<file path="src/rtl/gt_frame_pkg.sv">
// gt_frame_pkg: K-marker test pattern definitions shared by the GT tx pattern generator and rx checker
package gt_frame_pkg;
  typedef enum logic [1:0] {HUNT = 2'd0, CHECK = 2'd1, LOCKED = 2'd2} frame_state_t;
  localparam logic [7:0]  K28_5           = 8'hbc;
  localparam logic [7:0]  K28_0           = 8'h1c;
  localparam int          FRAME_PERIOD    = 64;
  localparam int          FRAME_MARK_LEN  = 2;
  localparam logic [15:0] FRAME_MARK_WORD = {K28_0, K28_5};
  localparam logic [15:0] FRAME_FILL_WORD = 16'h0000;
endpackage

</file>
<file path="src/rtl/gt_byte_aligner.sv">
// gt_byte_aligner: straight/rotated candidate words, marker detect on both, registered aligned output
module gt_byte_aligner import gt_frame_pkg::*; #(
  parameter logic [15:0] MARK_WORD = FRAME_MARK_WORD
) (
  input  logic        clk,
  input  logic        areset_n,
  input  logic        rxvalid,
  input  logic [15:0] rxdata,
  input  logic [1:0]  rxcharisk,
  input  logic        byte_sel,
  output logic        a0_hit,
  output logic        a1_hit,
  output logic [15:0] cand_data,
  output logic [1:0]  cand_charisk,
  output logic [15:0] aligned_data,
  output logic [1:0]  aligned_charisk
);
  logic [7:0]  prev_hi;
  logic        prev_k_hi;
  logic [15:0] a1_data;
  logic [1:0]  a1_charisk;
  assign a1_data      = {rxdata[7:0], prev_hi};
  assign a1_charisk   = {rxcharisk[0], prev_k_hi};
  assign a0_hit       = rxdata == MARK_WORD && rxcharisk == 2'b11;
  assign a1_hit       = a1_data == MARK_WORD && a1_charisk == 2'b11;
  assign cand_data    = byte_sel ? a1_data : rxdata;
  assign cand_charisk = byte_sel ? a1_charisk : rxcharisk;
  // Keep the upper byte of the last valid word for the rotated candidate and register the selected word
  always_ff @(posedge clk or negedge areset_n)
    if (!areset_n) begin
      prev_hi         <= '0;
      prev_k_hi       <= 1'b0;
      aligned_data    <= '0;
      aligned_charisk <= '0;
    end else if (rxvalid) begin
      prev_hi         <= rxdata[15:8];
      prev_k_hi       <= rxcharisk[1];
      aligned_data    <= cand_data;
      aligned_charisk <= cand_charisk;
    end
endmodule

</file>
<file path="config.mk">
export PLATFORM = sky130hd
export DESIGN_NAME = gt_byte_aligner
export DESIGN_NICKNAME = d
export VERILOG_FILES = /design/src/rtl/gt_frame_pkg.sv /design/src/rtl/gt_byte_aligner.sv
export SDC_FILE = /design/constraint.sdc
export NUM_CORES = 1
export LEC_CHECK = 0
export ABC_AREA = 1
export CAP_MARGIN = 10
export CORE_MARGIN = 2
export CORE_UTILIZATION = 38
export CTS_BUF_LIST = sky130_fd_sc_hd__clkbuf_4 sky130_fd_sc_hd__clkbuf_8 sky130_fd_sc_hd__clkbuf_16
export DETAILED_ROUTE_END_ITERATION = 7
export GPL_ROUTABILITY_DRIVEN = 0
export PLACE_DENSITY = 0.75
export SETUP_SLACK_MARGIN = 0.4
export SLEW_MARGIN = 20
export SYNTH_ARGS = -nofsm -noshare
export SYNTH_HDL_FRONTEND = slang
export SYNTH_SLANG_ARGS = --single-unit
</file>
<file path="constraint.sdc">
create_clock -name clk -period 0.8 [get_ports clk]
set_input_delay 0.16 -clock clk [delete_from_list [all_inputs] [get_ports clk]]
set_output_delay 0.16 -clock clk [all_outputs]
set_load 0.005 [all_outputs]
</file>
==> results of run 1 <==
==> how the worst min path moves through the flow <==
stage / cells after the start / end / from / slack (ns)
2_1_floorplan: 0 / aligned_charisk[0] / areset_n / -0.14
3_3_place_gp: 2 / aligned_data[8] / aligned_data[8] / 0.50
3_5_place_dp: 2 / aligned_data[15] / aligned_data[15] / 0.50
4_1_cts: 3 / prev_hi[5] / rxdata[13] / 0.08
5_1_grt: 2 / prev_hi[0] / areset_n / -0.07
6_report: 2 / prev_hi[5] / areset_n / -0.07
==> timing repair <==
item                       CTS  global route
setup endpoints to repair   65            76
cloned                       1             1
setup buffers               24            19
resized for setup          290            65
hold endpoints to repair     0            27
pin swaps                   21            14
==> worst max-delay path: cells and delay by family (launching register included) <==
| kind | cells | cell delay, ns |
|---|---|---|
| buf+inv | 2 | 0.18 |
| flops | 1 | 0.41 |
| simple gates | 4 | 0.35 |
==> power by group through the flow <==
| stage | clock network, mW | logic [mW] | registers, mW |
|---|---|---|---|
| 2_1_floorplan | 0 | 0.509 | 1.62 |
| 3_5_place_dp | 0 | 1.29 | 1.61 |
| 6_report | 0.846 | 1.85 | 1.60 |
| 5_1_grt | 0.932 | 1.96 | 1.61 |
| 3_3_place_gp | 0 | 1.27 | 1.61 |
| 4_1_cts | 0.833 | 1.46 | 1.59 |
==> cell families (layout without fill, tap and decap cells) <==
logic type,Yosys count,count (layout),synth area share
DFF,27,27,0.470
muxes,4,4,0.0313
buffers and inverters,44,185,0.145
and+or+nand+nor,66,66,0.177
AOI/OAI and AO/OA,41,41,0.177
==> sequential cells by signal (all words and copies together) (netlist names) <==
signal           cells
aligned_charisk      2
aligned_data        16
prev_k_hi            1
prev_hi              8
==> metal layers <==
layer	vias up	global-route usage	routed length, um
met2	55	0.458	3260
met4	0	0.0781	120
met5	-	0	0
met1	906	0.298	2360
met3	8	0.0411	310
li1	845	-	-
==> layout make-up <==
type / count / area share
Multi-Input combinational cell: 111 / 0.286
Tap cell: 48 / 0.0186
Clock buffer: 3 / 0.0128
Sequential cell: 27 / 0.210
Inverter: 35 / 0.0520
Clock inverter: 1 / 0.00233
Timing Repair Buffer: 146 / 0.419
==> through the flow <==
step / hold WS [ns] / TNS (ns) / cells / instance area [um^2]
final: -0.0710 / -12.90 / 371 / 3220
after global routing: -0.0730 / -14.41 / 371 / 3220
after CTS: 0.0835 / -10.15 / 351 / 2840
after detailed placement: 0.502 / -30.15 / 322 / 2560
after global placement: 0.498 / -29.69 / 322 / 2560
after floorplan: -0.136 / -0.0546 / 182 / 1680
==> cells in the final DEF, fill, tap and decap left out, types with 7 or more instances in the layout <==
cell type and instances:
buf_2 44, buf_4 28, buf_6 53, dfrtp_1 27, inv_1 19, inv_2 10
nand2_1 21, nand2_2 11, nand2_4 12, nor2_1 7, nor2_4 7, o21ai_1 12
o21ai_2 14, o21ai_4 8
==> impl_metrics.py, run 1 <==
metrics = {
    "run_status": {
        "status": "complete, but fails checks",
        "violated_checks": "hold timing, setup timing",
    },
    "synth": {
        "synth-seq-area-share": 0.470,
        "netlist_top_cells_area": "dfrtp_1, nand2_1, o21ai_0",
        "postSynthCellCount": 182,
        "synth.yosys.warnings": 0,
        "ys_async_sr_fraction": 1.00,
        "post-synth-top-area-fraction": 0.470,
        "mappedNetlistNets": 204,
        "yosys.cell_count.top_type": "nand2_1",
        "number_of_enable_flip_flop_cells_after_synthesis": 0,
        "synth.distinct_cells": 15,
        "synth.avg_cell_area_um2": 7.91,
        "post-synth-top-area-cell": "dfrtp_1",
        "ys_top_cells_by_count": "nand2_1, inv_1, dfrtp_1, o21ai_0, nor2_1",
        "synthesis.area_mm2": 0.00144,
        "postSynth.topFlopCell": "dfrtp_1",
        "ys_ff_latch": 27,
    },
    "cells_and_area": {
        "multi_input_area_um2": 922,
        "layout-drive-gt1-share": 0.712,
        "fraction_of_the_core_area_covered_by_cells_at_the_end_of_the_flow": 0.881,
        "fill_cell_instance_count_of_the_final_layout": 169,
        "areaGrowthSynthToFinish_pct": 124,
        "nets_finish": 346,
        "diodes": 0,
        "storage_element_area_um2": 676,
    },
    "setup_path": {
        "cp.required_ns": 0.64,
        "critical_path.reg2reg.startpoint": "prev_hi[1]",
        "rrSetupSlack_ns": -0.52,
        "setup.worst_path.end": "a1_hit",
        "crit_type": "flop to primary output",
        "worstSetupStartpoint": "prev_hi[0]",
        "worstPathArrival_ns": 1.23,
        "critPathCaptureType": "primary output",
        "crit_slowest_cell": "dfrtp_1",
        "timing.critical_path.slowest_cell_delay_ns": 0.41,
        "cp_cell_sequence": "inv_2 > nand2_1 > nor2_2 > nand3_1 > nor2_1 > buf_2",
        "rr_endpoint": "prev_hi[1]",
        "critical_path_peak_fanout": 2,
        "reg2regPathDepth": 9,
        "timing.critical_path.from_type": "flop",
    },
    "pwr": {
        "p_int_mw": 2.90,
        "p_sw_mw": 1.40,
        "power.share.clock": 0.197,
        "share_comb_of_total_power": 0.430,
        "power.switching_fraction": 0.325,
        "p_leak_nw": 1.64,
        "pwr_density_cell_mw_per_mm2": 1330,
        "share_seq_of_total_power": 0.373,
        "p_total_mw": 4.29,
        "vdd.ir_drop.worst_mv": 0.949,
    },
    "place": {
        "numPortBuffers": 59,
        "detailedPlace.worstSlack_ns": -1.05,
        "hpwl_mm": 2.91,
    },
    "detailed_routing": {
        "ant_nets": 0,
        "drt_drc_violations_left": 0,
        "route.detailed.wl_per_inst_um": 16.3,
        "drt_iter0_markers": 85,
        "detailedRoute.firstPassIterationCount": 4,
        "dr_total_vias": 1814,
        "routed_wl_mm": 6.05,
        "avgViaCountPerCell": 4.89,
    },
    "sta": {
        "worst_hold_slack_ns": -0.0710,
        "finalMaxSlewViolations": 0,
        "worst_slack_ns": -0.594,
        "min_clock_period_post_route_ns": 1.39,
        "grt_setup_unrepaired": "yes",
        "worst_pin_slew_ns": 0.240,
        "final_setup_skew_ns": 0.00202,
        "clock.fmax_mhz": 717,
        "finalSetupViolCount": 55,
        "fin_crit_sh": 1.74,
        "finalHoldViolations": 27,
        "worst_case_headroom_to_the_max_slew_limit": 0.840,
    },
    "floorplanning": {
        "floorplan.die_area_mm2": 0.00429,
        "chipHeight_um": 65.5,
        "num_rows": 22,
        "start_util": 0.393,
        "boundaryPins": 60,
        "chipWidth_um": 65.5,
        "core_area_mm2": 0.00366,
    },
    "min_path": {
        "min-delay-path-class": "input port to async pin",
    },
    "global_route": {
        "track_usage": 0.250,
        "grt_first_pass_wirelength_mm": 8.14,
        "antenna_found_initial": 0,
        "maximum_number_of_pins_on_one_net_before_global_route_repair": 28,
        "first_global_vias": 1723,
        "grt_overflow": 0,
    },
    "clock_network": {
        "cts.htree.levels": 1,
        "ctsHoldBuffers": 0,
        "tritoncts_buffer_count": 3,
        "cts.root.buffer_cell": "clkbuf_8",
        "cts_max_path_buffers": 2,
        "clock_sinks": 27,
        "clock_insertion_delay_worst_skew_ns": 0.29,
        "clk_pin_slew_worst_paths_ns": 0.10,
        "cts_tree": "built",
    },
    "run": {
        "max_cap_viol_count": 0,
    },
}
(Power assumes the default switching activity.)
==> run 2, diff against run 1 <==
- PLACE_DENSITY: 0.75 -> 0.82
==> impl_metrics.py, run 2 (same netlist as run 1, synthesis figures left out) <==
metrics = {
    "cells_and_area": {
        "post_layout_nonfiller_instances": 354,
        "largest_register_ff_count": 16,
        "commonest_cells_after_routing_fill_and_taps_aside": "buf_2, buf_6, dfrtp_1",
        "fill_cell_instance_count_of_the_final_layout": 215,
        "largest_registers": "aligned_data x16, prev_hi x8, aligned_charisk x2",
        "fraction_of_the_core_area_covered_by_cells_at_the_end_of_the_flow": 0.827,
        "layout-drive-gt1-share": 0.725,
        "nets_finish": 329,
        "diodes": 0,
        "multi_input_area_um2": 922,
        "layout.cell_area.non_filler_mm2": 0.00303,
        "storage_element_area_um2": 676,
        "mostFrequentLayoutCell": "buf_2",
        "largest_register_by_flop_count": "aligned_data",
        "areaGrowthSynthToFinish_pct": 110,
    },
    "detailed_routing": {
        "dr_total_vias": 1740,
        "drt_drc_violations_left": 0,
        "avgViaCountPerCell": 4.92,
        "detailedRoute.firstPassIterationCount": 4,
        "route.detailed.wl_per_inst_um": 16.8,
        "ant_nets": 0,
        "drt_iter0_markers": 55,
        "routed_wl_mm": 5.96,
    },
    "setup_path": {
        "timing.critical_path.slowest_cell_delay_ns": 0.42,
        "crit_type": "flop to primary output",
        "worstPathArrival_ns": 1.25,
        "cp.required_ns": 0.64,
        "critPathCaptureType": "primary output",
        "worst_path_most_repeated_cell": "nor2_1",
        "critical_path_peak_fanout": 2,
        "crit_slowest_cell": "dfrtp_1",
        "cp_cell_sequence": "nor2_1 > nand4_1 > nor2_1 > buf_2",
        "timing.critical_path.from_type": "flop",
    },
    "pwr": {
        "p_total_mw": 4.16,
        "p_leak_nw": 1.52,
        "vdd.ir_drop.worst_mv": 0.927,
        "pwr_density_cell_mw_per_mm2": 1370,
    },
    "floorplanning": {
        "floorplan.die_area_mm2": 0.00429,
        "core_area_mm2": 0.00366,
        "boundaryPins": 60,
        "num_rows": 22,
        "chipWidth_um": 65.5,
        "chipHeight_um": 65.5,
        "start_util": 0.393,
    },
    "place": {
        "post_dp_cell_area_mm2": 0.00252,
        "numPortBuffers": 59,
        "hpwl_mm": 2.94,
        "place_inst": 313,
    },
    "clock_network": {
        "clock_insertion_delay_worst_skew_ns": 0.28,
        "clk_pin_slew_worst_paths_ns": 0.10,
        "clock_sinks": 27,
        "cts.htree.levels": 1,
        "cts.root.buffer_cell": "clkbuf_8",
        "cts_max_path_buffers": 2,
        "ctsHoldBuffers": 0,
        "cts_tree": "built",
        "tritoncts_buffer_count": 3,
    },
    "sta": {
        "finalHoldViolations": 27,
        "worst_hold_slack_ns": -0.0600,
        "min_clock_period_post_route_ns": 1.41,
        "fin_setup_tns_ns": -10.68,
        "worst_case_headroom_to_the_max_slew_limit": 0.833,
        "grt_setup_unrepaired": "yes",
        "final_setup_skew_ns": 0.00601,
        "clock.fmax_mhz": 708,
        "worst_slack_ns": -0.613,
        "fin_crit_sh": 1.77,
        "worst_pin_slew_ns": 0.250,
        "finalMaxSlewViolations": 0,
        "finalSetupViolCount": 52,
    },
    "global_route": {
        "antenna_found_initial": 0,
        "track_usage": 0.247,
        "grt_overflow": 0,
        "grt_first_pass_wirelength_mm": 8.07,
        "maximum_number_of_pins_on_one_net_before_global_route_repair": 39,
        "first_global_vias": 1742,
    },
    "run_status": {
        "status": "complete, but fails checks",
        "violated_checks": "hold timing, setup timing",
    },
    "run": {
        "max_cap_viol_count": 0,
    },
    "min_path": {
        "min-delay-path-class": "input port to async pin",
    },
}
## run 2: timing repair
| item | in CTS | in global routing |
|---|---|---|
| setup endpoints to repair | 65 | 71 |
| gates cloned | 2 | 1 |
| hold endpoints to repair | 0 | 14 |
| pin swaps | 19 | 19 |
| setup buffers | 21 | 13 |
| resized for setup | 276 | 59 |
## run 2: critical path, delay by kind of cell (launching register included)
kind / cells / cell delay, ns
DFF: 1 / 0.42
and+or+nand+nor: 3 / 0.41
buffers and inverters: 1 / 0.14
## run 2: routing by layer
layer | global-route usage | part of all wire | vias to the layer above
met4 | 0.0729 | 0.032 | 0
met5 | 0 | 0 | -
met3 | 0.0394 | 0.050 | 18
met1 | 0.298 | 0.37 | 841
li1 | - | - | 813
met2 | 0.449 | 0.55 | 68
## run 2: final timing paths
kind,to,depth (start not counted),from,slack [ns]
worst max-delay path,a1_hit,4,prev_hi[6],-0.61
worst min-delay path,aligned_data[14],2,areset_n,-0.06
worst max register to register,aligned_data[6],7,prev_hi[6],-0.30
worst min register to register,aligned_data[7],2,aligned_data[7],0.52
max in group asynchronous,aligned_data[4],2,areset_n,0.69
min in group clk,prev_hi[1],3,rxdata[9],0.13
## run 2: area by class of cell
class	instances	area share
flip-flops and latches	27	0.223
inverters	35	0.0554
well taps	48	0.0198
multi-input cells	111	0.305
repair buffers	129	0.381
clock buffers	4	0.0161
## run 2: stage by stage
| step | worst slack, ns | hold WS [ns] |
|---|---|---|
| floorplan | -0.0514 | -0.136 |
| global placement | -1.03 | 0.499 |
| detailed placement | -1.06 | 0.502 |
| CTS | -0.603 | 0.109 |
| global route | -0.654 | -0.0521 |
| finish | -0.613 | -0.0600 |
## run 2: power by group
group	total (mW)	switching (mW)	internal, mW
clock network	0.873	0.480	0.393
logic	1.68	0.774	0.909
registers	1.60	0.0956	1.51
